--- config.mk ---
export PLATFORM = sky130hd
export DESIGN_NAME = gshare_predictor_flat
export DESIGN_NICKNAME = d
export VERILOG_FILES = /design/src/rtl/bp_pkg.sv /design/src/rtl/gshare_predictor_if.sv /design/src/rtl/bp_pht.sv /design/src/rtl/gshare_predictor.sv /design/src/flat_wrapper.sv
export SDC_FILE = /design/constraint.sdc
export NUM_CORES = 2
export LEC_CHECK = 0
export CAP_MARGIN = 30
export CORE_ASPECT_RATIO = 0.7
export CORE_MARGIN = 5
export CORE_UTILIZATION = 35
export DETAILED_ROUTE_END_ITERATION = 8
export PLACE_DENSITY_LB_ADDON = 0.12
export SYNTH_ARGS = -nofsm -noshare
export SYNTH_HDL_FRONTEND = slang
export SYNTH_SLANG_ARGS = --single-unit
--- constraint.sdc ---
create_clock -name clk -period 6.2 [get_ports clk]
set_input_delay 0.93 -clock clk [delete_from_list [all_inputs] [get_ports clk]]
set_output_delay 0.93 -clock clk [all_outputs]
set_load 0.005 [all_outputs]
--- src/rtl/bp_pkg.sv ---
// Shared branch-predictor constants, BTB entry layout and saturating-counter helpers.
package bp_pkg;
   localparam int unsigned BP_BIMODAL   = 0;
   localparam int unsigned BP_GSHARE    = 1;
   localparam int unsigned BP_XLEN      = 32;
   localparam int unsigned BP_CTR_MAX_W = 4;

   typedef logic [BP_CTR_MAX_W-1:0] bp_ctr_t;

   typedef struct packed {
      logic               valid;
      logic [BP_XLEN-1:0] tag;
      logic [BP_XLEN-1:0] target;
      logic               is_cond;
   } btb_entry_t;

   function automatic bp_ctr_t ctr_init(input int unsigned bits);
      return BP_CTR_MAX_W'((1 << (bits - 1)) - 1);
   endfunction

   function automatic bp_ctr_t ctr_max(input int unsigned bits);
      return BP_CTR_MAX_W'((1 << bits) - 1);
   endfunction

   // Saturating step: up on taken, down on not-taken, clamped to [0, max].
   function automatic bp_ctr_t ctr_next(input bp_ctr_t ctr, input logic taken,
                                        input int unsigned bits);
      bp_ctr_t res;
      res = ctr;
      if (taken && (ctr != ctr_max(bits))) begin
         res = ctr + bp_ctr_t'(1);
      end else if (!taken && (ctr != '0)) begin
         res = ctr - bp_ctr_t'(1);
      end
      return res;
   endfunction
endpackage

--- src/rtl/gshare_predictor_if.sv ---
// Fetch-side lookup and EX-side resolution signals of the branch predictor.
interface gshare_predictor_if
   import bp_pkg::*;
#(
   parameter int unsigned XLEN     = BP_XLEN,
   parameter int unsigned GHR_BITS = 5
);
   logic                fetch_pc_unused_guard;
   logic [XLEN-1:0]     fetch_pc;
   logic                fetch_stall;
   logic                pred_taken;
   logic [XLEN-1:0]     pred_pc;
   logic [GHR_BITS-1:0] pred_ghr;
   logic                upd_valid;
   logic                upd_is_cond;
   logic [XLEN-1:0]     upd_pc;
   logic [XLEN-1:0]     upd_target;
   logic                upd_taken;
   logic [GHR_BITS-1:0] upd_ghr;
   logic                upd_miss;

   assign fetch_pc_unused_guard = 1'b0;

   modport master (
      output fetch_pc, fetch_stall,
      output upd_valid, upd_is_cond, upd_pc, upd_target, upd_taken, upd_ghr, upd_miss,
      input  pred_taken, pred_pc, pred_ghr
   );

   modport slave (
      input  fetch_pc, fetch_stall,
      input  upd_valid, upd_is_cond, upd_pc, upd_target, upd_taken, upd_ghr, upd_miss,
      output pred_taken, pred_pc, pred_ghr
   );
endinterface

--- src/rtl/bp_pht.sv ---
// Pattern history table: one saturating counter per entry, MSB read combinationally.
module bp_pht
   import bp_pkg::*;
#(
   parameter int unsigned ENTRIES  = 32,
   parameter int unsigned CTR_BITS = 2,
   parameter int unsigned IDX      = $clog2(ENTRIES)
) (
   input  logic           clk,
   input  logic           reset,
   input  logic [IDX-1:0] rd_idx,
   output logic           rd_msb_c,
   input  logic           wr_en,
   input  logic [IDX-1:0] wr_idx,
   input  logic           wr_taken
);
   logic [CTR_BITS-1:0] ctr_q [ENTRIES];
   logic [CTR_BITS-1:0] ctr_d [ENTRIES];

   always_comb begin
      ctr_d = ctr_q;
      if (wr_en) begin
         ctr_d[wr_idx] = CTR_BITS'(ctr_next(bp_ctr_t'(ctr_q[wr_idx]), wr_taken, CTR_BITS));
      end
   end

   always_ff @(posedge clk) begin
      if (reset) begin
         for (int unsigned i = 0; i < ENTRIES; i++) begin
            ctr_q[i] <= CTR_BITS'(ctr_init(CTR_BITS));
         end
      end else begin
         ctr_q <= ctr_d;
      end
   end

   // Reads see pre-edge contents, so a same-cycle update is not forwarded.
   assign rd_msb_c = ctr_q[rd_idx][CTR_BITS-1];
endmodule

--- src/rtl/gshare_predictor.sv ---
// BTB + PHT direction predictor with speculative global history and miss-time restore.
module gshare_predictor
   import bp_pkg::*;
#(
   parameter int unsigned XLEN     = BP_XLEN,
   parameter int unsigned ENTRIES  = 32,
   parameter int unsigned GHR_BITS = 5,
   parameter int unsigned CTR_BITS = 2,
   parameter int unsigned MODE     = BP_GSHARE
) (
   input logic               clk,
   input logic               reset,
   gshare_predictor_if.slave bp
);
   localparam int unsigned IDX = $clog2(ENTRIES);

   btb_entry_t          btb_q [ENTRIES];
   btb_entry_t          btb_d [ENTRIES];
   logic [GHR_BITS-1:0] ghr_q;
   logic [GHR_BITS-1:0] ghr_d;
   logic [IDX-1:0]      f_idx;
   logic [IDX-1:0]      u_idx;
   logic [IDX-1:0]      f_pht_idx;
   logic [IDX-1:0]      u_pht_idx;
   btb_entry_t          f_ent;
   logic                f_hit;
   logic                u_hit;
   logic                pht_msb;
   logic                taken_c;
   logic [1:0]          unused_upd_pc_lsb;

   function automatic logic [IDX-1:0] pht_index(input logic [IDX-1:0]      idx,
                                                input logic [GHR_BITS-1:0] hist);
      return (MODE == BP_GSHARE) ? (idx ^ IDX'(hist)) : idx;
   endfunction

   // Fetch-side and update-side BTB lookups.
   always_comb begin
      f_idx     = bp.fetch_pc[IDX+1:2];
      f_ent     = btb_q[f_idx];
      f_hit     = f_ent.valid && (f_ent.tag == BP_XLEN'(bp.fetch_pc[XLEN-1:IDX+2]));
      f_pht_idx = pht_index(f_idx, ghr_q);
      u_idx     = bp.upd_pc[IDX+1:2];
      u_hit     = btb_q[u_idx].valid &&
                  (btb_q[u_idx].tag == BP_XLEN'(bp.upd_pc[XLEN-1:IDX+2]));
      u_pht_idx = pht_index(u_idx, bp.upd_ghr);
   end

   assign taken_c           = f_hit && (!f_ent.is_cond || pht_msb);
   assign bp.pred_taken     = taken_c;
   assign bp.pred_pc        = taken_c ? XLEN'(f_ent.target) : (bp.fetch_pc + XLEN'(4));
   assign bp.pred_ghr       = ghr_q;
   assign unused_upd_pc_lsb = bp.upd_pc[1:0];

   // History shift on predicted conditionals; a resolved miss overrides it.
   always_comb begin
      btb_d = btb_q;
      ghr_d = ghr_q;
      if (!bp.fetch_stall && f_hit && f_ent.is_cond) begin
         ghr_d = (ghr_q << 1) | GHR_BITS'(taken_c);
      end
      if (bp.upd_valid && bp.upd_miss) begin
         ghr_d = bp.upd_is_cond ? ((bp.upd_ghr << 1) | GHR_BITS'(bp.upd_taken)) : bp.upd_ghr;
      end
      if (bp.upd_valid && (bp.upd_taken || u_hit)) begin
         btb_d[u_idx] = '{valid:   1'b1,
                          tag:     BP_XLEN'(bp.upd_pc[XLEN-1:IDX+2]),
                          target:  BP_XLEN'(bp.upd_target),
                          is_cond: bp.upd_is_cond};
      end
   end

   always_ff @(posedge clk) begin
      if (reset) begin
         ghr_q <= '0;
         for (int unsigned i = 0; i < ENTRIES; i++) begin
            btb_q[i] <= '0;
         end
      end else begin
         ghr_q <= ghr_d;
         btb_q <= btb_d;
      end
   end

   bp_pht #(
      .ENTRIES  (ENTRIES),
      .CTR_BITS (CTR_BITS),
      .IDX      (IDX)
   ) u_pht (
      .clk      (clk),
      .reset    (reset),
      .rd_idx   (f_pht_idx),
      .rd_msb_c (pht_msb),
      .wr_en    (bp.upd_valid && bp.upd_is_cond),
      .wr_idx   (u_pht_idx),
      .wr_taken (bp.upd_taken)
   );
endmodule
--- src/flat_wrapper.sv ---
// flat-port wrapper written by rule: the top's interface ports become plain ports
module gshare_predictor_flat import bp_pkg::*;
#(
   parameter int unsigned XLEN     = BP_XLEN,
   parameter int unsigned ENTRIES  = 32,
   parameter int unsigned GHR_BITS = 5,
   parameter int unsigned CTR_BITS = 2,
   parameter int unsigned MODE     = BP_GSHARE
)
  (clk, reset, bp_fetch_pc, bp_fetch_stall, bp_upd_valid, bp_upd_is_cond, bp_upd_pc, bp_upd_target, bp_upd_taken, bp_upd_ghr, bp_upd_miss, bp_pred_taken, bp_pred_pc, bp_pred_ghr);
  gshare_predictor_if #(.XLEN(XLEN), .GHR_BITS(GHR_BITS)) bp_i ();
  input logic clk;
  input logic reset;
  input wire logic [$bits(bp_i.fetch_pc)-1:0] bp_fetch_pc;
  input wire logic [$bits(bp_i.fetch_stall)-1:0] bp_fetch_stall;
  input wire logic [$bits(bp_i.upd_valid)-1:0] bp_upd_valid;
  input wire logic [$bits(bp_i.upd_is_cond)-1:0] bp_upd_is_cond;
  input wire logic [$bits(bp_i.upd_pc)-1:0] bp_upd_pc;
  input wire logic [$bits(bp_i.upd_target)-1:0] bp_upd_target;
  input wire logic [$bits(bp_i.upd_taken)-1:0] bp_upd_taken;
  input wire logic [$bits(bp_i.upd_ghr)-1:0] bp_upd_ghr;
  input wire logic [$bits(bp_i.upd_miss)-1:0] bp_upd_miss;
  output wire logic [$bits(bp_i.pred_taken)-1:0] bp_pred_taken;
  output wire logic [$bits(bp_i.pred_pc)-1:0] bp_pred_pc;
  output wire logic [$bits(bp_i.pred_ghr)-1:0] bp_pred_ghr;
  assign bp_i.fetch_pc = bp_fetch_pc;
  assign bp_i.fetch_stall = bp_fetch_stall;
  assign bp_i.upd_valid = bp_upd_valid;
  assign bp_i.upd_is_cond = bp_upd_is_cond;
  assign bp_i.upd_pc = bp_upd_pc;
  assign bp_i.upd_target = bp_upd_target;
  assign bp_i.upd_taken = bp_upd_taken;
  assign bp_i.upd_ghr = bp_upd_ghr;
  assign bp_i.upd_miss = bp_upd_miss;
  assign bp_pred_taken = bp_i.pred_taken;
  assign bp_pred_pc = bp_i.pred_pc;
  assign bp_pred_ghr = bp_i.pred_ghr;
  gshare_predictor #(.XLEN(XLEN), .ENTRIES(ENTRIES), .GHR_BITS(GHR_BITS), .CTR_BITS(CTR_BITS), .MODE(MODE)) u_core (.clk(clk), .reset(reset), .bp(bp_i));
endmodule
* Word level (Yosys, flattened, before mapping)
Cells that the tools add are included.
Storage, ports and cells: logic and storage cells 225, register bits 2181, input bits 108, output and inout port bits 38
Operators by class: add/subtract/negate cells 3, bitwise operators 8, reduce and logical (&&, ||, !) cells 19, equal/unequal tests 3, mux-type cells 25, $lt $le $gt $ge 6
Operators by type and width (count):
- $bwmux W2112 | 1
- $bmux W66 S5 | 2
- $demux W66 S5 | 1
- $mux W66 | 5
- $bwmux W64 | 1
- $eq A32 B25 Y1 | 2
- $add A32 B3 Y32 const B | 1
- $mux W32 | 1
- $ge A6 B6 Y1 const B | 4
- $not A5 Y6 | 4
- $bmux W2 S5 | 2
- $mux W2 | 8
- $mux W5 | 3
- $logic_and A1 B1 Y1 | 12
- $lt A6 B1 Y1 const B | 2
- $demux W2 S5 | 1
- $or A5 B1 Y5 | 2
- $xor A5 B5 Y5 | 2
- $reduce_bool A2 Y1 | 2
- $logic_not A1 Y1 | 3
- $add A2 B1 Y2 const B | 1
- $logic_or A1 B1 Y1 | 2
- $ne A2 B2 Y1 const B | 1
- $sub A2 B1 Y2 const B | 1

* Depth between registers and ports, before layout
depth in word-level cells 11, depth in mapped cells 19, mapped depth without buffers 11

* Modules after synthesis
Synthesis repeated with hierarchy kept, for this count alone.
Unflattened totals: cell total of the unflattened synthesis 8953, area total of the unflattened synthesis 98413.1 um2
Modules (own cells, without submodules):
- gshare_predictor | cells each 8545, area an instance 94678.3 um2, sequential area each 37896.3 um2, instances 1
- bp_pht | cells each 408, area an instance 3734.8 um2, sequential area each 1281.2 um2, instances 1

* Worst setup path before layout
Ideal clock, no wire load.
path kind input-to-output, start point in bp_fetch_pc[3], end point out bp_pred_pc[7], data required time 5.270 ns, setup slack 0.557 ns, cell stages on the path 15, arrival time 4.713 ns, buffers on the path 6, cell sequence buf_2 > buf_2 > buf_2 > clkbuf_1 > clkbuf_1 > mux4_2 > a211oi_1 > a21oi_1 > xnor2_1 > nand4_1 > or3_1 > nor3_2 > clkbuf_1 > nor3_1 > a211oi_1
On the way: word-level cells in the longest chain between the ends 8, elaborated cells between the ends (all ways) 16, classes of those cells add/sub (1); eq/ne (1); mux (7); bitwise (3); reduce/logical (4)
RTL lines:
- start, declared | line flat_wrapper.sv:14 | input wire logic [$bits(bp_i.fetch_pc)-1:0] bp_fetch_pc;
- $not A5 Y6 (implied by the code) or $xor A5 B5 Y5 (tied branches) | line gshare_predictor.sv:40, gshare_predictor.sv:34
- $bmux W66 S5 or $not A5 Y6 (tied branches) | line gshare_predictor.sv:40, bp_pht.sv:38
- $mux W66 (implied by the code) or $bmux W2 S5 (tied branches) | line gshare_predictor.sv:40, bp_pht.sv:38
- $mux W66 (implied by the code) or $mux W2 (tied branches) | line gshare_predictor.sv:40, bp_pht.sv:38
- $eq A32 B25 Y1 (tied with other cells) | line gshare_predictor.sv:41 | f_hit = f_ent.valid && (f_ent.tag == BP_XLEN'(bp.fetch_pc[XLEN-1:IDX+2]));
- $logic_and A1 B1 Y1 or $logic_or A1 B1 Y1 (tied branches) | line gshare_predictor.sv:41, gshare_predictor.sv:49
- $logic_and A1 B1 Y1 | line gshare_predictor.sv:49 | assign taken_c = f_hit && (!f_ent.is_cond || pht_msb);
- $mux W32 (*) | line gshare_predictor.sv:51 | assign bp.pred_pc = taken_c ? XLEN'(f_ent.target) : (bp.fetch_pc + XLEN'(4));
- end, declared | line flat_wrapper.sv:24 | output wire logic [$bits(bp_i.pred_pc)-1:0] bp_pred_pc;
Mark *: on every way between the ends. The rest lies on a longest branch, timed or not. The select of a mux whose other input is x is not followed.

* Worst setup path after layout
start point in bp_fetch_pc[6], end point out bp_pred_pc[26]
Same word-level chain as after synthesis.

==> metrics.cfg <==
[routing]
vias=70500
drc=0
first_pass_iters=6
final_antenna_net_count=0
first_iter_violations=7265
via_per_inst=5.60
routed_wl_um=360000
avgRoutedWirePerCell_um=28.6

[power]
p_int_uw=20800
p_per_area_nw_per_um2=250
p_sw_uw=6830
swShare_pct=24.7
peakVddDrop_mv=0.190
comb_power_share_pct=7.5
p_seq_share_pct=45.9
p_clk_share_pct=46.6
cellLeakagePower_uw=0.0374
total_power_uw=27600

[timing]
tightest_slew_ns=1.12
finClkSkew_ns=0.0871
setup_violations=0
min_period_ns=6.13
rsz0062_at_grt=false
fmax_mhz=163
slew_headroom_pct=25.6
drv_slew=0
fin_ws_ns=0.0700
finalHoldViolations=0
fin_crit_sh_pct=98.9
whs_ns=0.459

[setup_path]
cp-end-kind=primary output
crit_end=bp_pred_pc[26]
crit_chain=buf_2 > inv_6 > o221ai_1 > a221o_1 > o21ai_1 > buf_4 > xor2_1 > nand4_1 > or3_1 > nor3_4 > buf_12 > buf_4 > nor2_1 > a21oi_1 > clkdlybuf4s50_1
r2r_cells=14
worstSetupStartpoint=bp_fetch_pc[6]
critPathTopFamily=buffers and inverters
critPathKind=in -> out
cp_data_required_time_ns=5.27
crit_path_frequent_cell=buf_4
path_depth=15
crit_fanout=29
slowest_stage=inv_6
rr_endpoint=u_core.btb_q[1277]
reg2reg_slack_ns=1.40
reg2reg_from=u_core.btb_q[186]
worstPathArrival_ns=5.20
max_stage_delay_ns=0.63
critPathBufInv=6
cp-start-kind=primary input

[cells_and_area]
nFillCells=25100
final_cell_area_um2=110000
drive_gt1_share_pct=17.2
layout.nets=9008
final_common_cell=mux2i_1
mostFrequentLayoutCells=mux2i_1 (2434), nor2_1 (2039), dfxtp_1 (1957)
area_delta_synth_final_pct=18.4

[clock_tree]
clock_latency_ns=0.87
clockBufferDepth=4
cts_tree=yes
cts-root-buf=clkbuf_16
htreeDepth=4
path_clk_slew_ns=0.06
postCtsHoldBufs=0
numCtsBuffers=207
clock_sinks=1957

[grt]
antenna_found_initial=20
grt_pass1_wl_um=514000
grt-ovfl-total=0
grt_pass1_vias=68200
grt_usage_pct=25.2
grt_max_degree=218

[floorplan]
std_cell_rows=158
start_util_pct=35.1
die_x_um=626
coreArea_um2=265000
io_pins=146
die_h_um=441
die-area_um2=276000

[synthesis]
yosysUniqueCellTypes=61
avgSynthCellArea_um2=10.6
ys_seq_area_share_pct=42.1
synth_cells=8811
syn_area_um2=93000
ys_dominant_reg_cell=dfxtp_1
synth_warnings=0
synth-edff-count=0
ys_ff_latch=1957
synth_nets=8922
synthArstFlopShare_pct=0

[min_path]
min-delay-start=u_core.u_pht.ctr_q[44]
hp-class=reg -> reg

[place]
place_ws_ns=-0.238
io_buffers=143
gp_congestion=0.864
place_area_um2=103000
hpwl_um=236000

[run_status]
outcome=completed

[flow_run]
cap_violations=0

-- cell type report --
cell class	instances	area, um2	area share (%)
repair buffers	779	9400	8.53
inverters	13	53.8	0.0488
well taps	3520	4400	4.00
clock buffers	309	6150	5.58
multi-input cells	5939	50300	45.7
flip-flops and latches	1957	39200	35.6
clock inverters	59	687	0.623
diodes	2	5.00	0.00454
-- cell usage after synthesis, types with 10 or more instances --
library cell     n  area, um2
a211o_1         53        464
a211oi_1        16        120
a211oi_2        15        188
a21oi_1        112        561
a21oi_2         16        140
a221oi_1        16        140
a22oi_1         20        150
and3_1          21        131
buf_1           93        349
buf_2          227       1140
buf_4           56        420
buf_6           13        146
clkbuf_1       512       1920
dfxtp_1       1957      39200
inv_1           13       48.8
mux2i_1       2434      24400
mux4_2         514      11600
nand2_1        124        465
nand3_1         20        100
nand4_1         11       68.8
nor2_1        2040       7660
nor2b_1         12       75.1
nor3_1          34        170
nor4_1          48        300
o211ai_1        10       75.1
o21ai_0         14       70.1
o221ai_1        23        201
o22ai_1        228       1430
xnor2_1         38        333
xor2_1          36        315
-- repair_timing --
action	4_1_cts	5_1_grt
gates resized for setup	10	11
endpoints found under the setup margin	32	32
gates cloned	1	2
setup buffers	0	2
endpoints found under the hold margin	0	0
pin swaps	0	1
-- state kept, by name (all words and copies together) (netlist names) --
name	flops
u_core.btb_q	1888
u_core.u_pht.ctr_q	64
u_core.bp.pred_ghr	5
-- per-layer routing --
layer	global-route usage (%)	share of wire, %	vias up
met2	37.5	43	2581
met1	37.9	48	36000
met4	6.18	2.5	2
li1	-	-	31500
met3	4.10	6.9	442
met5	0	0.0033	-
-- power by group through the flow --
stage | Sequential (uW) | Clock, uW | Combinational, uW
after floorplan | 12900 | 0 | 1140
after global placement | 12900 | 0 | 2000
after detailed placement | 12900 | 0 | 2030
after CTS | 12700 | 13100 | 2040
after global routing | 12700 | 13600 | 2150
final | 12700 | 12900 | 2060
-- metrics by stage --
stage	setup TNS, ns	util (%)	cells
finish	0	41.6	12600
detailed placement	-63.15	38.9	12200
CTS	0	41.6	12600
floorplan	0	-	8811
global route	0	41.6	12600
global placement	-14.43	38.8	12200
-- kinds of logic (layout without fill, tap and decap cells) --
group	Yosys count	after routing	share of synthesized area (%)
muxes	2952	2952	38.7
and+or+nand+nor	2364	2364	10.1
DFF	1957	1957	42.1
buffers and inverters	915	1160	4.33
AOI/OAI and AO/OA	546	546	4.02
xor gates and xnor gates	74	74	0.697
adders and majority gates	3	3	0.0403
other	0	2	0
-- worst min-delay path by stage --
stage / end / slack [ns] / depth (start not counted)
floorplan: u_core.u_pht.ctr_q[12] / 0.43 / 1
global placement: u_core.u_pht.ctr_q[50] / 0.44 / 1
detailed placement: u_core.u_pht.ctr_q[44] / 0.44 / 1
CTS: u_core.u_pht.ctr_q[44] / 0.46 / 1
global route: u_core.u_pht.ctr_q[40] / 0.48 / 1
finish: u_core.u_pht.ctr_q[44] / 0.46 / 1
Power figures use the tool's default switching activity.
